$ cat src/rtl/sha256_pkg.sv
// Definitions shared by the SHA-256 sequencer and the compressor it drives:
// command codes, sequencer state encoding and the initial hash value ROM.
package sha256_pkg;

    typedef logic [7:0] cmd_t;

    localparam cmd_t CMD_IDLE        = 8'd0;
    localparam cmd_t CMD_LOAD_H      = 8'd10;
    localparam cmd_t CMD_HASH        = 8'd20;
    localparam cmd_t CMD_SUM_STORE_H = 8'd30;
    localparam cmd_t CMD_SUM_STORE_M = 8'd40;
    localparam cmd_t CMD_CALC_RES    = 8'd50;

    localparam logic [2:0] S_IDLE    = 3'd0;
    localparam logic [2:0] S_ISSUE   = 3'd1;
    localparam logic [2:0] S_WAIT_HI = 3'd2;
    localparam logic [2:0] S_RELEASE = 3'd3;
    localparam logic [2:0] S_WAIT_LO = 3'd4;
    localparam logic [2:0] S_NEXT    = 3'd5;
    localparam logic [2:0] S_FIN     = 3'd6;

    // Initial hash words H0..H7, served by the IV ROM when H_INIT is high.
    function automatic logic [31:0] iv_word(input logic [2:0] idx);
        case (idx)
            3'd0:    iv_word = 32'h6a09e667;
            3'd1:    iv_word = 32'hbb67ae85;
            3'd2:    iv_word = 32'h3c6ef372;
            3'd3:    iv_word = 32'ha54ff53a;
            3'd4:    iv_word = 32'h510e527f;
            3'd5:    iv_word = 32'h9b05688c;
            3'd6:    iv_word = 32'h1f83d9ab;
            default: iv_word = 32'h5be0cd19;
        endcase
    endfunction

    function automatic logic [3:0] sat_nblk(input logic [3:0] n, input logic [3:0] max_blk);
        if (n == 4'd0)
            sat_nblk = 4'd1;
        else if (n > max_blk)
            sat_nblk = max_blk;
        else
            sat_nblk = n;
    endfunction

endpackage

$ cat src/rtl/sha256_seq_tmo.sv
// Handshake watchdog: counts cycles spent waiting on one RDY edge and flags
// the cycle in which the wait reaches TMO_CYC.
module sha256_seq_tmo #(
    parameter int TMO_CYC = 1024,
    parameter int TMO_W   = 11
) (
    input  logic clk_i,
    input  logic rst_i,
    input  logic clr_i,
    input  logic en_i,
    output logic expired_o
);

    logic [TMO_W-1:0] cnt_q, cnt_d;

    always_comb begin
        cnt_d = cnt_q;
        if (clr_i)
            cnt_d = '0;
        else if (en_i)
            cnt_d = cnt_q + TMO_W'(1);
    end

    always_ff @(posedge clk_i) begin
        if (rst_i)
            cnt_q <= '0;
        else
            cnt_q <= cnt_d;
    end

    // Fires on the TMO_CYC-th counted wait cycle, so the timeout lands exactly
    // TMO_CYC cycles after the wait began.
    assign expired_o = en_i && (cnt_q == TMO_W'(TMO_CYC - 1));

endmodule

$ cat src/rtl/sha256_seq.sv
// Command sequencer feeding the W-window/compressor: walks each message block
// through LOAD_H, HASH and SUM_STORE_H (or CALC_RES on the last block).
module sha256_seq
    import sha256_pkg::*;
#(
    parameter int MAX_BLK = 8,
    parameter int TMO_CYC = 1024,
    parameter int TMO_W   = 11
) (
    input  logic       clk_i,
    input  logic       rst_i,
    input  logic       start_i,
    input  logic [3:0] nblk_i,
    output logic [7:0] cmd_o,
    input  logic       rdy_i,
    output logic [3:0] blk_o,
    output logic       h_init_o,
    output logic       h_we_o,
    output logic       busy_o,
    output logic       done_o,
    output logic       err_o
);

    logic [2:0] state_q, state_d;
    cmd_t       op_q, op_d;
    cmd_t       cmd_q, cmd_d;
    logic [3:0] nblk_q, nblk_d;
    logic [3:0] blk_q, blk_d;
    logic       h_init_q, h_init_d;
    logic       h_we_q, h_we_d;
    logic       busy_q, busy_d;
    logic       done_q, done_d;
    logic       err_q, err_d;
    logic       tmo_clr, tmo_en, tmo_exp, timeout;

    sha256_seq_tmo #(
        .TMO_CYC(TMO_CYC),
        .TMO_W  (TMO_W)
    ) u_tmo (
        .clk_i    (clk_i),
        .rst_i    (rst_i),
        .clr_i    (tmo_clr),
        .en_i     (tmo_en),
        .expired_o(tmo_exp)
    );

    always_comb begin
        state_d  = state_q;
        op_d     = op_q;
        cmd_d    = cmd_q;
        nblk_d   = nblk_q;
        blk_d    = blk_q;
        h_init_d = h_init_q;
        h_we_d   = h_we_q;
        busy_d   = busy_q;
        done_d   = 1'b0;
        err_d    = err_q;
        tmo_clr  = 1'b0;
        tmo_en   = 1'b0;
        timeout  = 1'b0;

        case (state_q)
            S_IDLE: begin
                if (start_i) begin
                    nblk_d   = sat_nblk(nblk_i, 4'(MAX_BLK));
                    blk_d    = 4'd0;
                    h_init_d = 1'b1;
                    busy_d   = 1'b1;
                    err_d    = 1'b0;
                    op_d     = CMD_LOAD_H;
                    state_d  = S_ISSUE;
                end
            end
            S_ISSUE: begin
                cmd_d   = op_q;
                h_we_d  = (op_q == CMD_SUM_STORE_H);
                tmo_clr = 1'b1;
                state_d = S_WAIT_HI;
            end
            S_WAIT_HI: begin
                if (rdy_i) begin
                    state_d = S_RELEASE;
                end else begin
                    tmo_en  = 1'b1;
                    timeout = tmo_exp;
                end
            end
            S_RELEASE: begin
                cmd_d   = CMD_IDLE;
                h_we_d  = 1'b0;
                tmo_clr = 1'b1;
                state_d = S_WAIT_LO;
            end
            // The compressor only acts on CMD changes, so RDY must drop before
            // the next command may be presented.
            S_WAIT_LO: begin
                if (!rdy_i) begin
                    state_d = S_NEXT;
                end else begin
                    tmo_en  = 1'b1;
                    timeout = tmo_exp;
                end
            end
            S_NEXT: begin
                state_d = S_ISSUE;
                case (op_q)
                    CMD_LOAD_H: op_d = CMD_HASH;
                    CMD_HASH:   op_d = (blk_q == nblk_q - 4'd1) ? CMD_CALC_RES : CMD_SUM_STORE_H;
                    CMD_SUM_STORE_H: begin
                        blk_d    = blk_q + 4'd1;
                        h_init_d = 1'b0;
                        op_d     = CMD_LOAD_H;
                    end
                    CMD_CALC_RES: state_d = S_FIN;
                    default:      state_d = S_ISSUE;
                endcase
            end
            S_FIN: begin
                done_d  = 1'b1;
                busy_d  = 1'b0;
                state_d = S_IDLE;
            end
            default: state_d = S_IDLE;
        endcase

        if (timeout) begin
            cmd_d   = CMD_IDLE;
            h_we_d  = 1'b0;
            err_d   = 1'b1;
            busy_d  = 1'b0;
            state_d = S_IDLE;
        end
    end

    always_ff @(posedge clk_i) begin
        if (rst_i) begin
            state_q  <= S_IDLE;
            op_q     <= CMD_IDLE;
            cmd_q    <= CMD_IDLE;
            nblk_q   <= 4'd1;
            blk_q    <= 4'd0;
            h_init_q <= 1'b1;
            h_we_q   <= 1'b0;
            busy_q   <= 1'b0;
            done_q   <= 1'b0;
            err_q    <= 1'b0;
        end else begin
            state_q  <= state_d;
            op_q     <= op_d;
            cmd_q    <= cmd_d;
            nblk_q   <= nblk_d;
            blk_q    <= blk_d;
            h_init_q <= h_init_d;
            h_we_q   <= h_we_d;
            busy_q   <= busy_d;
            done_q   <= done_d;
            err_q    <= err_d;
        end
    end

    assign cmd_o    = cmd_q;
    assign blk_o    = blk_q;
    assign h_init_o = h_init_q;
    assign h_we_o   = h_we_q;
    assign busy_o   = busy_q;
    assign done_o   = done_q;
    assign err_o    = err_q;

endmodule

$ cat config.mk
export PLATFORM = sky130hd
export DESIGN_NAME = sha256_seq
export DESIGN_NICKNAME = d
export VERILOG_FILES = /design/src/rtl/sha256_pkg.sv /design/src/rtl/sha256_seq_tmo.sv /design/src/rtl/sha256_seq.sv
export SDC_FILE = /design/constraint.sdc
export NUM_CORES = 1
export LEC_CHECK = 0
export CORE_MARGIN = 2
export CORE_UTILIZATION = 40
export CTS_CLUSTER_SIZE = 16
export DETAILED_ROUTE_END_ITERATION = 12
export PLACE_DENSITY = 0.65
export SKIP_LAST_GASP = 1
export SLEW_MARGIN = 20
export SYNTH_ARGS = -nofsm -noshare
export SYNTH_HDL_FRONTEND = slang
export SYNTH_SLANG_ARGS = --single-unit
export TNS_END_PERCENT = 20
$ cat constraint.sdc
create_clock -name clk_i -period 1.9 [get_ports clk_i]
set_input_delay 0.38 -clock clk_i [delete_from_list [all_inputs] [get_ports clk_i]]
set_output_delay 0.38 -clock clk_i [all_outputs]
set_load 0.02 [all_outputs]
Word-level counts from Yosys, hierarchy flattened. Index checks and enable logic that the tools add are counted.

Logic and storage cells: 80. Output and inout port bits: 17. Flip-flop bits (word level): 43. Input port bits: 8.

Equal/unequal tests: 17. Mux-type cells: 31. $add $sub $neg: 3. $lt $le $gt $ge: 1. Reduce and logical (&&, ||, !) cells: 17.

Operators by type and width (count): one-hot mux 8 bit (2 select lines) (2); one-hot mux 8 bit (3 select lines) (1); one-hot mux 3 bit (6 select lines) (1); equality test 8 x 5 -> 1 bit, second input constant (2); 2-to-1 mux 4 bit (4); 2-to-1 mux 3 bit (4); adder 11 x 1 -> 11 bit, second input constant (1); equality test 11 x 10 -> 1 bit, second input constant (1); 2-to-1 mux 1 bit (11); one-hot mux 1 bit (2 select lines) (5); nonzero test 2 bit (5); equality test 3 bit, second input constant (3); AND reduction 3 bit (3); equality test 8 x 4 -> 1 bit, second input constant (1); equality test 8 x 6 -> 1 bit, second input constant (1); 2-to-1 mux 8 bit (1); != test 2 bit, second input constant (4); one-hot mux 4 bit (2 select lines) (1); equality test 3 x 2 -> 1 bit, second input constant (2); 2-to-1 mux 6 bit (1); AND reduction 2 bit (3); OR reduction 2 bit (3); adder 4 x 1 -> 4 bit, second input constant (1); equality test 4 bit (1); other kinds (7) (7).

Longest topological paths before layout.
Word-level depth: 7. Mapped depth: 6. Depth with buffers taken out: 6.

Modules after synthesis. From an unflattened synthesis, not the netlist that was laid out.

Cell total of the unflattened synthesis: 217. Area, all modules: 1889.3 sq um.

Modules (own cells, without submodules): sha256_seq (cells an instance 159, seq. area each 520.5 sq um, area each 1366.3 sq um, instances 1); sha256_seq_tmo (cells an instance 58, seq. area each 220.2 sq um, area each 523.0 sq um, instances 1).

Worst setup path after synthesis. Ideal clock, no wire load.

Path type: flip-flop to flip-flop. From: reg state_q[1]. To: reg busy_q, in the netlist busy_o. Buffers on the path: 0. Setup time: 131 ps. Required time: 1769 ps. Arrival time: 1662 ps. Period minus slack after synthesis: 1793 ps. Stages on the path, launching flop included: 5. Slack: 107 ps. Cell sequence: dfxtp_1 -> or3b_1 -> a211o_4 -> o31ai_4 -> nor2_1.

Word-level cells in the longest chain between the ends: 6. Elaborated cells between the ends (all ways): 14. Those cells by class: eq/ne: 4; mux: 5; reduce/logical: 5.

Ends and longest elaborated chain: from (decl) (line sha256_seq.sv:24) `logic [2:0] state_q, state_d;`; from (signal assigned) (line sha256_seq.sv:148) `state_q <= state_d;`; equality test 3 bit or equality test 3 x 2 -> 1 bit (tied branches) (line sha256_seq.sv:62) `case (state_q)`; one-hot mux 1 bit (2 select lines) (line sha256_seq.sv:62); logical AND 1 bit (line sha256_seq_tmo.sv:33) `assign expired_o = en_i && (cnt_q == TMO_W'(TMO_CYC - 1));`; 2-to-1 mux 1 bit (on tied branches) (line sha256_seq.sv:97, sha256_seq.sv:81); one-hot mux 1 bit (2 select lines) (line sha256_seq.sv:62); OR reduction 2 bit (no source line); to (signal assigned) (line sha256_seq.sv:155) `busy_q <= busy_d;`; to (decl) (line sha256_seq.sv:31) `logic busy_q, busy_d;`.

Several ways; a longest one is shown, not always the timed one. A chain may end at the register's enable or synchronous reset.

Final worst setup path.
From: in start_i. To: reg op_q[5].

Word-level cells in the longest chain between the ends: 2.

Ends and longest elaborated chain: from (decl) (line sha256_seq.sv:12) `input logic start_i,`; != test 2 bit (no source line); AND reduction 3 bit (no source line); to (signal assigned) (line sha256_seq.sv:149) `op_q <= op_d;`; to (decl) (line sha256_seq.sv:25) `cmd_t op_q, op_d;`.

Every way passes these cells.

==> impl_metrics.ini <==
[status]
status = finished clean

[clock_tree]
h-tree-depth = 2
numCtsBuffers = 5
root_buffer = clkbuf_8
clock_sinks = 37
clockBufferDepth = 2
clk_pin_slew_ns = 0.07
cts_tree = built
clock_latency_ns = 0.29

[routing]
post-route-drc-count = 0
wl_per_cell_um = 12.8
ant_nets = 0
first_pass_iters = 4
wl_um = 3960
vias = 1663
drt-vias-per-instance = 5.36
drt-initial-drc-count = 122

[floorplan]
core-area_mm2 = 0.00438
num_rows = 24
start_util_pct = 41.8
dieArea_mm2 = 0.00514
pin_count = 25
fp.dieH_um = 71.7
die_x_um = 71.7

[worst_setup_path]
cp_data_arrival_time_ns = 2.03
crit_required_ns = 2.08
critPathKind = primary input to flip-flop
worst-path-max-fanout = 3
worst_setup_path_end_kind = flip-flop
worst_setup_path_start_kind = primary input
slowest_delay_ns = 0.61
path_cells = clkdlybuf4s50_1 -> or4b_2 -> nand3_1 -> o41a_1 -> a2bb2o_1
crit_buf_inv = 1
crit_slowest_cell = or4b_2
cp_top_family = simple AND/OR/NAND/NOR gates

[synth]
netlist.area_leader.share_pct = 40.4
syn_inst = 214
synth_ff_type = dfxtp_1
synth_top_cell_by_area = dfxtp_1
synth_warnings = 0
synth-async-reset-ratio_pct = 0
synth-seq-cells = 37
synthesis.area_mm2 = 0.00183
seq_area_frac_synth_pct = 40.4
yosysUniqueCellTypes = 50
synth_area_leaders = dfxtp_1 40%, a21oi_1 6.6%, nor2_1 4.3%, nand2_1 3.7%, xnor2_1 3.3%
avgSynthCellArea_um2 = 8.56
synth-edff-count = 0

[global_routing]
grt_pass1_wl_um = 6710
antenna_found_initial = 0
gr-total-overflow = 0
grtUsageTotal_pct = 16.3
grt_max_degree = 15
grt_pass1_vias = 1532

[sta]
hold_viol = 0
drv_slew = 0
fmax_mhz = 539
setup_violations = 0
timing.final.crit_share_pct = 97.6
final.setup.tns_ns = 0
rsz0062_at_grt = true
setup_slack_ns = 0.0464
fin_skew_ns = 0.00638
min_period_ns = 1.85

[power]
peakVddDrop_uv = 510
power_density_mw_per_mm2 = 711
p_leak_nw = 0.864

[placement]
place.gp.congestion = 0.807
hpwl_um = 2920
port_buffers = 21
post-place-ws_ns = -0.338

[run]
cap_violations = 0

[cells_and_area]
fillCellCount = 431
layout_common_cells = 37 x dfxtp_1, 24 x buf_4, 23 x a21oi_1
final_common_cell = dfxtp_1
drive_above_1_share_pct = 16.7
area_growth_syn_to_layout_pct = 28.0
num-nets-final = 268
antenna_cells = 0
final_util_pct = 53.5

[hold_path]
hp-class = flip-flop to flip-flop
[stage by stage]
| step | cells | instance area [um^2] | hold slack (ns) | total power [mW] |
|---|---|---|---|---|
| 2_1_floorplan | 216 | 1840 | 0.446 | 1.04 |
| 3_3_place_gp | 301 | 2230 | 0.443 | 1.16 |
| 3_5_place_dp | 301 | 2230 | 0.446 | 1.16 |
| 4_1_cts | 309 | 2330 | 0.459 | 1.69 |
| 5_1_grt | 310 | 2340 | 0.474 | 1.75 |
| 6_report | 310 | 2340 | 0.453 | 1.67 |
[final cells by class]
| cell class | instances | area [um^2] | area share (%) |
|---|---|---|---|
| multi-input combinational | 158 | 1030 | 43.8 |
| sequential | 37 | 741 | 31.6 |
| timing repair buffer | 45 | 393 | 16.8 |
| clock buffer | 6 | 72.6 | 3.09 |
| tap | 52 | 65.1 | 2.77 |
| inverter | 10 | 37.5 | 1.60 |
| clock inverter | 2 | 10.0 | 0.427 |
[what timing repair did]
item                                   4_1_cts  5_1_grt
resized for setup                            2        5
hold buffers                                 0        0
setup buffers                                0        1
setup endpoints to repair                    5       20
pin swaps                                    0        3
endpoints found under the hold margin        0        0
[worst min-delay path, cell delays in order, from the launching register on]
cell and delay [ns]:
dfxtp_1 0.31, nand2_1 0.05, a21oi_1 0.05
[registers in the layout (all words and copies together), names as in the netlist]
name,count
h_we_o,1
done_o,1
cmd_o,5
busy_o,1
blk_o,4
op_q,5
err_o,1
h_init_o,1
u_tmo.cnt_q,11
nblk_q,4
state_q,3
[routing by layer]
metal  part of all wire (%)  track usage [%]
met5                      0                0
met4                    1.1             6.08
met3                    4.4             3.94
met2                     45             26.1
met1                     49             21.3
[synth_stat cells, types with 2 or more instances]
library cell / instances
a21o_1: 2
a211oi_1: 2
a22oi_1: 2
dfxtp_1: 37
nand2b_1: 5
xnor2_1: 7
nand3b_1: 7
xor2_1: 2
nand3_1: 7
nand4bb_1: 2
nor2_1: 21
inv_1: 10
a31oi_1: 3
a21oi_1: 24
ha_1: 3
nor3_1: 3
nand2_1: 18
o21ai_0: 7
or3_1: 9
buf_4: 3
clkbuf_1: 8
a31o_2: 2
nor2b_1: 3
[where the power goes]
group          leakage, nW  total [mW]  switching [mW]  internal [mW]
registers            0.300       0.834          0.0291          0.805
clock network       0.0450       0.523           0.269          0.254
logic                0.519       0.311           0.158          0.153
[logic make-up after synthesis]
logic type               count (synthesis)  share of synthesized area (%)
flip-flops                              37                           40.4
AO/OA/AOI/OAI                           55                           20.4
other                                    1                          0.205
AND/OR/NAND/NOR                         86                           25.9
buffers and inverters                   21                           4.92
multiplexers                             1                          0.546
XOR/XNOR                                10                           5.53
adder cells (fa/ha/maj)                  3                           2.05
[final timing paths]
check | from | end | slack (ns) | depth (start not counted)
worst max-delay path | start_i | op_q[5]$_SDFFE_PP0P_ | 0.05 | 5
worst min-delay path | cmd_o[2]$_SDFFE_PP0P_ | cmd_o[2]$_SDFFE_PP0P_ | 0.45 | 2
worst max register to register | state_q[1]$_SDFFE_PP0P_ | u_tmo.cnt_q[10]$_SDFFE_PP0P_ | 0.11 | 4
worst min register to register | cmd_o[2]$_SDFFE_PP0P_ | cmd_o[2]$_SDFFE_PP0P_ | 0.45 | 2
Note: power is estimated with default switching activity, not from simulation.
